===== config.mk =====
export PLATFORM = sky130hd
export DESIGN_NAME = decode_issue_queue
export DESIGN_NICKNAME = d
export VERILOG_FILES = /design/src/rtl/decode_issue_queue.sv
export SDC_FILE = /design/constraint.sdc
export NUM_CORES = 1
export LEC_CHECK = 0
export BUFFER_PORTS_ARGS = -buffer_cell sky130_fd_sc_hd__buf_4
export CORE_AREA = 2 2 131 229
export CTS_CLUSTER_DIAMETER = 200
export CTS_CLUSTER_SIZE = 14
export DETAILED_ROUTE_END_ITERATION = 8
export DIE_AREA = 0 0 133 231
export RECOVER_POWER = 100
export SYNTH_ARGS = -nofsm -noshare
export SYNTH_HDL_FRONTEND = slang
export SYNTH_SLANG_ARGS = --single-unit

===== constraint.sdc =====
create_clock -name clk -period 12.1 [get_ports clk]
set_input_delay 1.815 -clock clk [delete_from_list [all_inputs] [get_ports clk]]
set_output_delay 1.815 -clock clk [all_outputs]
set_load 0.005 [all_outputs]

===== src/rtl/decode_issue_queue.sv =====
`default_nettype none
// ============================================================================
//  Module   : decode_issue_queue
//  Purpose  : Instruction buffer between fetch and decode. Buffers fetched
//             {inst, pc} words in a small FIFO and presents the oldest entry
//             to decode under a valid/allowin handshake. It handles two kinds
//             of control transfer:
//             - Exception/ERET flush: the queue is emptied and fetched words
//               are discarded until fetch marks the first target word.
//             - Taken-branch redirect: exactly one branch delay slot is kept
//               and tagged with ds_bd, and younger wrong-path words are
//               discarded.
//  Ports    : clk, resetn            - clock, synchronous active-low reset
//             fs_valid/fs_inst/fs_pc - fetched word and its PC
//             fs_target              - word is the first one at a redirect
//                                      target
//             fs_ready               - queue can take a word this cycle
//             ds_valid/ds_inst/ds_pc/ds_bd - head entry presented to decode
//             ds_allowin             - decode consumes the head entry
//             br_redirect            - the branch being popped resolved taken
//             flush                  - exception/ERET flush
//  Revision : 1.0 - initial release
// ============================================================================
module decode_issue_queue #(
  parameter int DEPTH = 4,
  parameter int PTR_W = $clog2(DEPTH)
) (
  input  logic        clk,
  input  logic        resetn,
  input  logic        fs_valid,
  input  logic [31:0] fs_inst,
  input  logic [31:0] fs_pc,
  input  logic        fs_target,
  output logic        fs_ready,
  output logic        ds_valid,
  output logic [31:0] ds_inst,
  output logic [31:0] ds_pc,
  output logic        ds_bd,
  input  logic        ds_allowin,
  input  logic        br_redirect,
  input  logic        flush
);

  // Control states
  localparam logic [1:0] c_run       = 2'd0;
  localparam logic [1:0] c_wait_slot = 2'd1;
  localparam logic [1:0] c_drop      = 2'd2;

  localparam logic [PTR_W:0]   c_cnt_full = (PTR_W + 1)'(DEPTH);
  localparam logic [PTR_W:0]   c_cnt_one  = (PTR_W + 1)'(1);
  // Wraps modulo DEPTH; for DEPTH = 2 this truncates to 0, which is correct.
  localparam logic [PTR_W-1:0] c_ptr_two  = PTR_W'(2);

  // Entry storage
  logic [31:0] r_inst [DEPTH];
  logic [31:0] r_pc   [DEPTH];
  logic        r_bd   [DEPTH];

  logic [PTR_W-1:0] r_rptr;
  logic [PTR_W-1:0] r_wptr;
  logic [PTR_W:0]   r_count;
  logic [1:0]       r_state;

  logic [PTR_W-1:0] w_rptr_nxt;
  logic [PTR_W-1:0] w_wptr_nxt;
  logic [PTR_W:0]   w_count_nxt;
  logic [1:0]       w_state_nxt;

  logic             w_push_req;
  logic             w_pop;
  logic             w_redirect;
  logic             w_wr_en;
  logic             w_wr_bd;
  logic             w_slot_mark;
  logic [PTR_W-1:0] w_slot_idx;

  // fs_ready is derived from the registered count only. A pop in the same
  // cycle therefore never opens a slot for a push.
  assign fs_ready = (r_count != c_cnt_full);
  assign ds_valid = (r_count != '0);
  assign ds_inst  = r_inst[r_rptr];
  assign ds_pc    = r_pc[r_rptr];
  assign ds_bd    = r_bd[r_rptr];

  assign w_push_req = fs_valid & fs_ready;
  assign w_pop      = ds_valid & ds_allowin;
  // A redirect only has meaning together with the pop of the branch itself.
  // It is acted on only in RUN.
  assign w_redirect = br_redirect & w_pop & (r_state == c_run);
  // The entry directly behind the popped branch is its delay slot.
  assign w_slot_idx = r_rptr + 1'b1;

  always_comb begin
    w_rptr_nxt  = r_rptr;
    w_wptr_nxt  = r_wptr;
    w_count_nxt = r_count;
    w_state_nxt = r_state;
    w_wr_en     = 1'b0;
    w_wr_bd     = 1'b0;
    w_slot_mark = 1'b0;

    if (flush) begin
      w_rptr_nxt  = '0;
      w_wptr_nxt  = '0;
      w_count_nxt = '0;
      w_state_nxt = c_drop;
    end else if (w_redirect) begin
      w_rptr_nxt  = r_rptr + 1'b1;
      w_state_nxt = c_drop;
      if (r_count > c_cnt_one) begin
        // The delay slot is already buffered. Keep only that entry, and
        // truncate the queue just behind it.
        w_wptr_nxt  = r_rptr + c_ptr_two;
        w_count_nxt = c_cnt_one;
        w_slot_mark = 1'b1;
      end else if (w_push_req) begin
        // The delay slot arrives in this same cycle. Take it directly.
        w_wr_en     = 1'b1;
        w_wr_bd     = 1'b1;
        w_wptr_nxt  = r_wptr + 1'b1;
        w_count_nxt = c_cnt_one;
      end else begin
        w_count_nxt = '0;
        w_state_nxt = c_wait_slot;
      end
    end else begin
      case (r_state)
        c_run: begin
          w_wr_en = w_push_req;
        end
        c_wait_slot: begin
          // The delay slot is never a target word, so fs_target is ignored.
          if (w_push_req) begin
            w_wr_en     = 1'b1;
            w_wr_bd     = 1'b1;
            w_state_nxt = c_drop;
          end
        end
        c_drop: begin
          // Wrong-path words are accepted from fetch and then discarded.
          if (w_push_req && fs_target) begin
            w_wr_en     = 1'b1;
            w_state_nxt = c_run;
          end
        end
        default: begin
          w_state_nxt = c_run;
        end
      endcase

      if (w_wr_en) begin
        w_wptr_nxt = r_wptr + 1'b1;
      end
      if (w_pop) begin
        w_rptr_nxt = r_rptr + 1'b1;
      end
      if (w_wr_en && !w_pop) begin
        w_count_nxt = r_count + 1'b1;
      end else if (!w_wr_en && w_pop) begin
        w_count_nxt = r_count - 1'b1;
      end
    end
  end

  always_ff @(posedge clk) begin
    if (!resetn) begin
      r_rptr  <= '0;
      r_wptr  <= '0;
      r_count <= '0;
      r_state <= c_run;
    end else begin
      r_rptr  <= w_rptr_nxt;
      r_wptr  <= w_wptr_nxt;
      r_count <= w_count_nxt;
      r_state <= w_state_nxt;
    end
  end

  // Entries are cleared on reset so that the empty head reads as a NOP at
  // PC 0.
  always_ff @(posedge clk) begin
    if (!resetn) begin
      for (int i = 0; i < DEPTH; i++) begin
        r_inst[i] <= '0;
        r_pc[i]   <= '0;
        r_bd[i]   <= 1'b0;
      end
    end else begin
      if (w_wr_en) begin
        r_inst[r_wptr] <= fs_inst;
        r_pc[r_wptr]   <= fs_pc;
        r_bd[r_wptr]   <= w_wr_bd;
      end
      if (w_slot_mark) begin
        r_bd[w_slot_idx] <= 1'b1;
      end
    end
  end

endmodule
`default_nettype wire

* Yosys cells after proc, flatten, opt, wreduce, memory -nomap -nowiden
Memory sizes are Yosys's and may differ from the RTL's. A register that Yosys moved wholly into a read port is not among the register bits. Index checks and enable logic that the tools add are counted.
Storage, ports and cells: register bits after elaboration 9, bits in writable memories 260, output and inout port bits 67, word-level logic and storage cells 104, memories 3
Memories:
- r_inst | depth 4, bits a word 32, rd ports 1, clocked after Yosys merged registers in 1, wr ports 4, line 55 | logic [31:0] r_inst [DEPTH];
- r_pc | depth 4, bits a word 32, rd ports 1, clocked after Yosys merged registers in 1, wr ports 4, line 56 | logic [31:0] r_pc [DEPTH];
- r_bd | depth 4, bits a word 1, rd ports 1, clocked after Yosys merged registers in 1, wr ports 4, line 57 | logic r_bd [DEPTH];
Cells by class: $add $sub $neg 5, magnitude comparators 1, equal/unequal tests 10, multiplexer cells 57, bitwise logic cells 5, reduce and logical (&&, ||, !) cells 18
Operator list (number):
- $mux 32 | 2
- $reduce_or 32->1 | 2
- $mux 2 | 22
- $mux 1 | 28
- $ne 3x3->1 const B | 4
- $mux 3 | 3
- $ne 4x4->1 const B | 2
- $pmux 2 s3 | 1
- $reduce_and 3->1 | 2
- $reduce_bool 3->1 | 2
- $add 2x1->2 const B | 2
- $and 1x1->1 | 4
- $reduce_bool 2->1 | 2
- $add 3x1->3 const B | 1
- $gt 3x1->1 const B | 1
- $logic_and 1x1->1 | 3
- $ne 3x2->1 const B | 1
- $pmux 1 s3 | 1
- $sub 3x1->3 const B | 1
- $add 2x2->2 const B | 1
- $eq 2x1->1 const B | 1
- $eq 2x2->1 const B | 1
- $logic_not 1->1 | 2
- $logic_not 2->1 | 1
- other kinds (5) | 6

* Depth between registers and ports, before layout
depth after elaboration 15, mapped depth 10, mapped depth without buffers 9

* Least setup slack after synthesis
No wires, ideal clock.
path kind in2reg, start point input port br_redirect, end point memory r_inst[2][0], enable pin, arrival 7.627 ns, path slack 3.898 ns, stages 5, buffers on the path 0, cells stage by stage or3b_4 or4_4 a2bb2oi_4 or2_4 o21ai_0
RTL lines:
- start: declaration | line 40 | input logic br_redirect,
- end: declaration | line 55

==> results_dict.tcl <==
set metrics [dict create \
    routedWlPerCell_um 21.7 \
    layout_setup_ws_ns 4.58 \
    synthAdderAreaFrac_pct 0.417 \
    setup_violations 0 \
    nFillCells 2515 \
    slew-limit-headroom_pct -204 \
    finalCriticalPeriod_ns 7.52 \
    cpLargestDelayFamily "simple AND/OR/NAND/NOR gates" \
    htree_levels 1 \
    rows 83 \
    slew_viol_final 505 \
    gp_congestion 0.790 \
    synth-seq-cells 271 \
    clk_pin_slew_ns 0.07 \
    place_hpwl_um 15100 \
    clk_latency_ns 0.51 \
    multi_input_area_sq_um 3720 \
    critical_path_arrival_ns 7.88 \
    portBuffers 137 \
    drc 0 \
    status "finished, violations left" \
    core_area_sq_um 29000 \
    diodes 0 \
    rsz0062_at_grt "no" \
    drtPass1Iterations 4 \
    cts_inserted_buffers 23 \
    skew_ns 0.0149 \
    die_w_um 133 \
    tightest_slew_ns 4.54 \
    path_buf_inv 1 \
    criticalPathCategory "in -> reg" \
    synth_edf_count 257 \
    final.setup.tns_ns 0 \
    cp_max_fo 64 \
    initial_core_util_pct 41.4 \
    syn_area_per_cell_sq_um 16.1 \
    violations "capacitance limit, slew limit" \
    cts_resized 0 \
    hold_buffers 0 \
    fin_crit_sh_pct 62.2 \
    globalRouteTotalUtil_pct 18.1 \
    maxCapViolations 9 \
    synth_cell_types 47 \
    vias 6606 \
    yosys.area_share.simple_pct 15.6 \
    synth_nets 820 \
    post_cts_buffers 0 \
    grt_pass1_wl_um 41900 \
    power_density_nw_per_um2 137 \
    cpMostUsedCell "a21boi_0" \
    synth_area_sq_um 12000 \
    critPathMaxStageDelay_ns 3.34 \
    io_pins 138 \
    peakVddDrop_mv 0.0959 \
    cts_tree "yes" \
    crit_slowest_cell "nor2_1" \
    cts_num_sinks 271 \
    synth_top_area_share_pct 64.3 \
    ant_nets 0 \
    yosys_warnings 0 \
    wl_um 27200 \
    leakagePower_uw 0.00516 \
    crit_chain "clkbuf_1 -> a21boi_0 -> a21boi_0 -> a2bb2oi_1 -> or2_0 -> nor2_1 -> and2_1" \
    synth_xor_area_share_pct 0.438 \
    cts_buffer_depth 3 \
    grt_pass1_vias 7230 \
    yosys.area.top_type "edfxtp_1" \
    synth_top_family_by_area "simple AND/OR/NAND/NOR gates" \
    areaGrowthSynthToFinish_pct 15.7 \
    regArea_sq_um 8000 \
    nets 937 \
    die_area_sq_um 30700 \
    max_freq_mhz 133 \
    power.total_uw 1910 \
    grt_max_degree 73 \
    synth_flop_cell "edfxtp_1" \
    overflow 0 \
    critPathLaunchType "primary input" \
    syn_inst 745 \
    required_ns 12.46 \
    cts_root_buf "clkbuf_16" \
    async_flop_share_pct 0 \
    synth.area.top_cells "edfxtp_1 64%, mux4_2 12%, and2_1 10%" \
    synth-seq-area-share_pct 66.6 \
    synth_compound_area_share_pct 1.99 \
    synthMuxAreaShare_pct 12.5 \
    hp-class "reg -> reg" \
    hold_violations 0 \
    place_ws_ns 6.82 \
    die_y_um 231 \
    viasPerCell 5.28 \
    endpoint_kind "register" \
    detail_route.iter0.violations 314 \
    drive_gt1_share_pct 26.6 \
    antenna_found_initial 0 \
]
[synth_stat cells (all sizes together), types with 3 or more instances]
cell type / instances
and3: 64
mux2i: 4
xnor2: 4
and2: 192
a21oi: 5
clkbuf: 37
buf: 16
edfxtp: 257
nor2b: 5
a31oi: 4
a21boi: 4
nand2b: 7
dfxtp: 14
mux4: 65
o21ai: 3
nor2: 12
ha: 4
inv: 8
nand2: 14
[cell families after synthesis]
logic type,after synthesis
AOI/OAI and AO/OA,30
xor gates and xnor gates,6
adders and majority gates,4
buffers and inverters,61
DFF,271
muxes,69
and+or+nand+nor,304
[flip-flops by register name (all words and copies together) (netlist names), named ones only]
register and flops:
r_pc 128, r_bd 4, r_state 2, r_count 3, r_wptr 2, r_inst 128, r_rptr 2
[cell usage in the layout (no fill, tap or decap), types with 2 or more instances in the layout]
cell type / instances
a21boi_0: 4
o21ai_0: 2
xor2_1: 2
ha_1: 4
inv_1: 8
and2_1: 74
xnor2_1: 4
clkbuf_1: 21
or3_1: 2
nor2_1: 11
clkbuf_16: 23
dfxtp_1: 12
mux4_2: 65
edfxtp_1: 257
mux2i_1: 4
nand2_1: 14
a311oi_1: 2
nor2b_1: 5
a31oi_1: 4
and3_1: 64
buf_4: 69
nand3_1: 2
a21oi_1: 5
nand2b_1: 6
and2_0: 118
o21bai_1: 2
clkbuf_4: 63
[stage by stage]
stage          hold slack [ns]  utilization [%]  instance area, sq um  std cells
6_report                 0.480             47.9                 13900       1251
5_1_grt                  0.494             47.9                 13900       1251
4_1_cts                  0.478             48.3                 14000       1251
3_5_place_dp             0.467             46.2                 13400       1219
3_3_place_gp             0.458             46.2                 13400       1219
2_1_floorplan            0.441                -                 12000        745
[per-layer routing]
| metal | global-route usage [%] | wire length [um] | vias to the layer above |
|---|---|---|---|
| met5 | 0 | 0 | - |
| met4 | 4.10 | 394 | 0 |
| met1 | 20.0 | 10200 | 3410 |
| met3 | 2.11 | 1010 | 22 |
| li1 | - | - | 3014 |
| met2 | 36.2 | 15600 | 160 |
[where the power goes]
part	switching, uW	internal [uW]
sequential	13.2	1070
clock	314	348
combinational	87.0	71.3
total	414	1490
[worst paths after layout]
path | start | to | slack [ns] | depth (start not counted)
worst max-delay path | fs_valid | r_pc[2][18] | 4.58 | 7
worst min-delay path | r_bd[0] | r_bd[0] | 0.48 | 2
worst max register to register | r_count[0] | r_pc[2][18] | 5.31 | 8
worst min register to register | r_bd[0] | r_bd[0] | 0.48 | 2
[worst min-delay path: stages, from the launching register on]
cell and delay (ns):
dfxtp_1 0.31, nand2_1 0.06, mux2i_1 0.06
[area by class of cell]
cell class	count	area share [%]
multi-input cells	413	26.8
repair buffers	145	7.49
clock buffers	31	4.36
clock inverters	1	0.0811
well taps	382	3.44
inverters	8	0.216
flip-flops and latches	271	57.6
(Power assumes the default switching activity.)
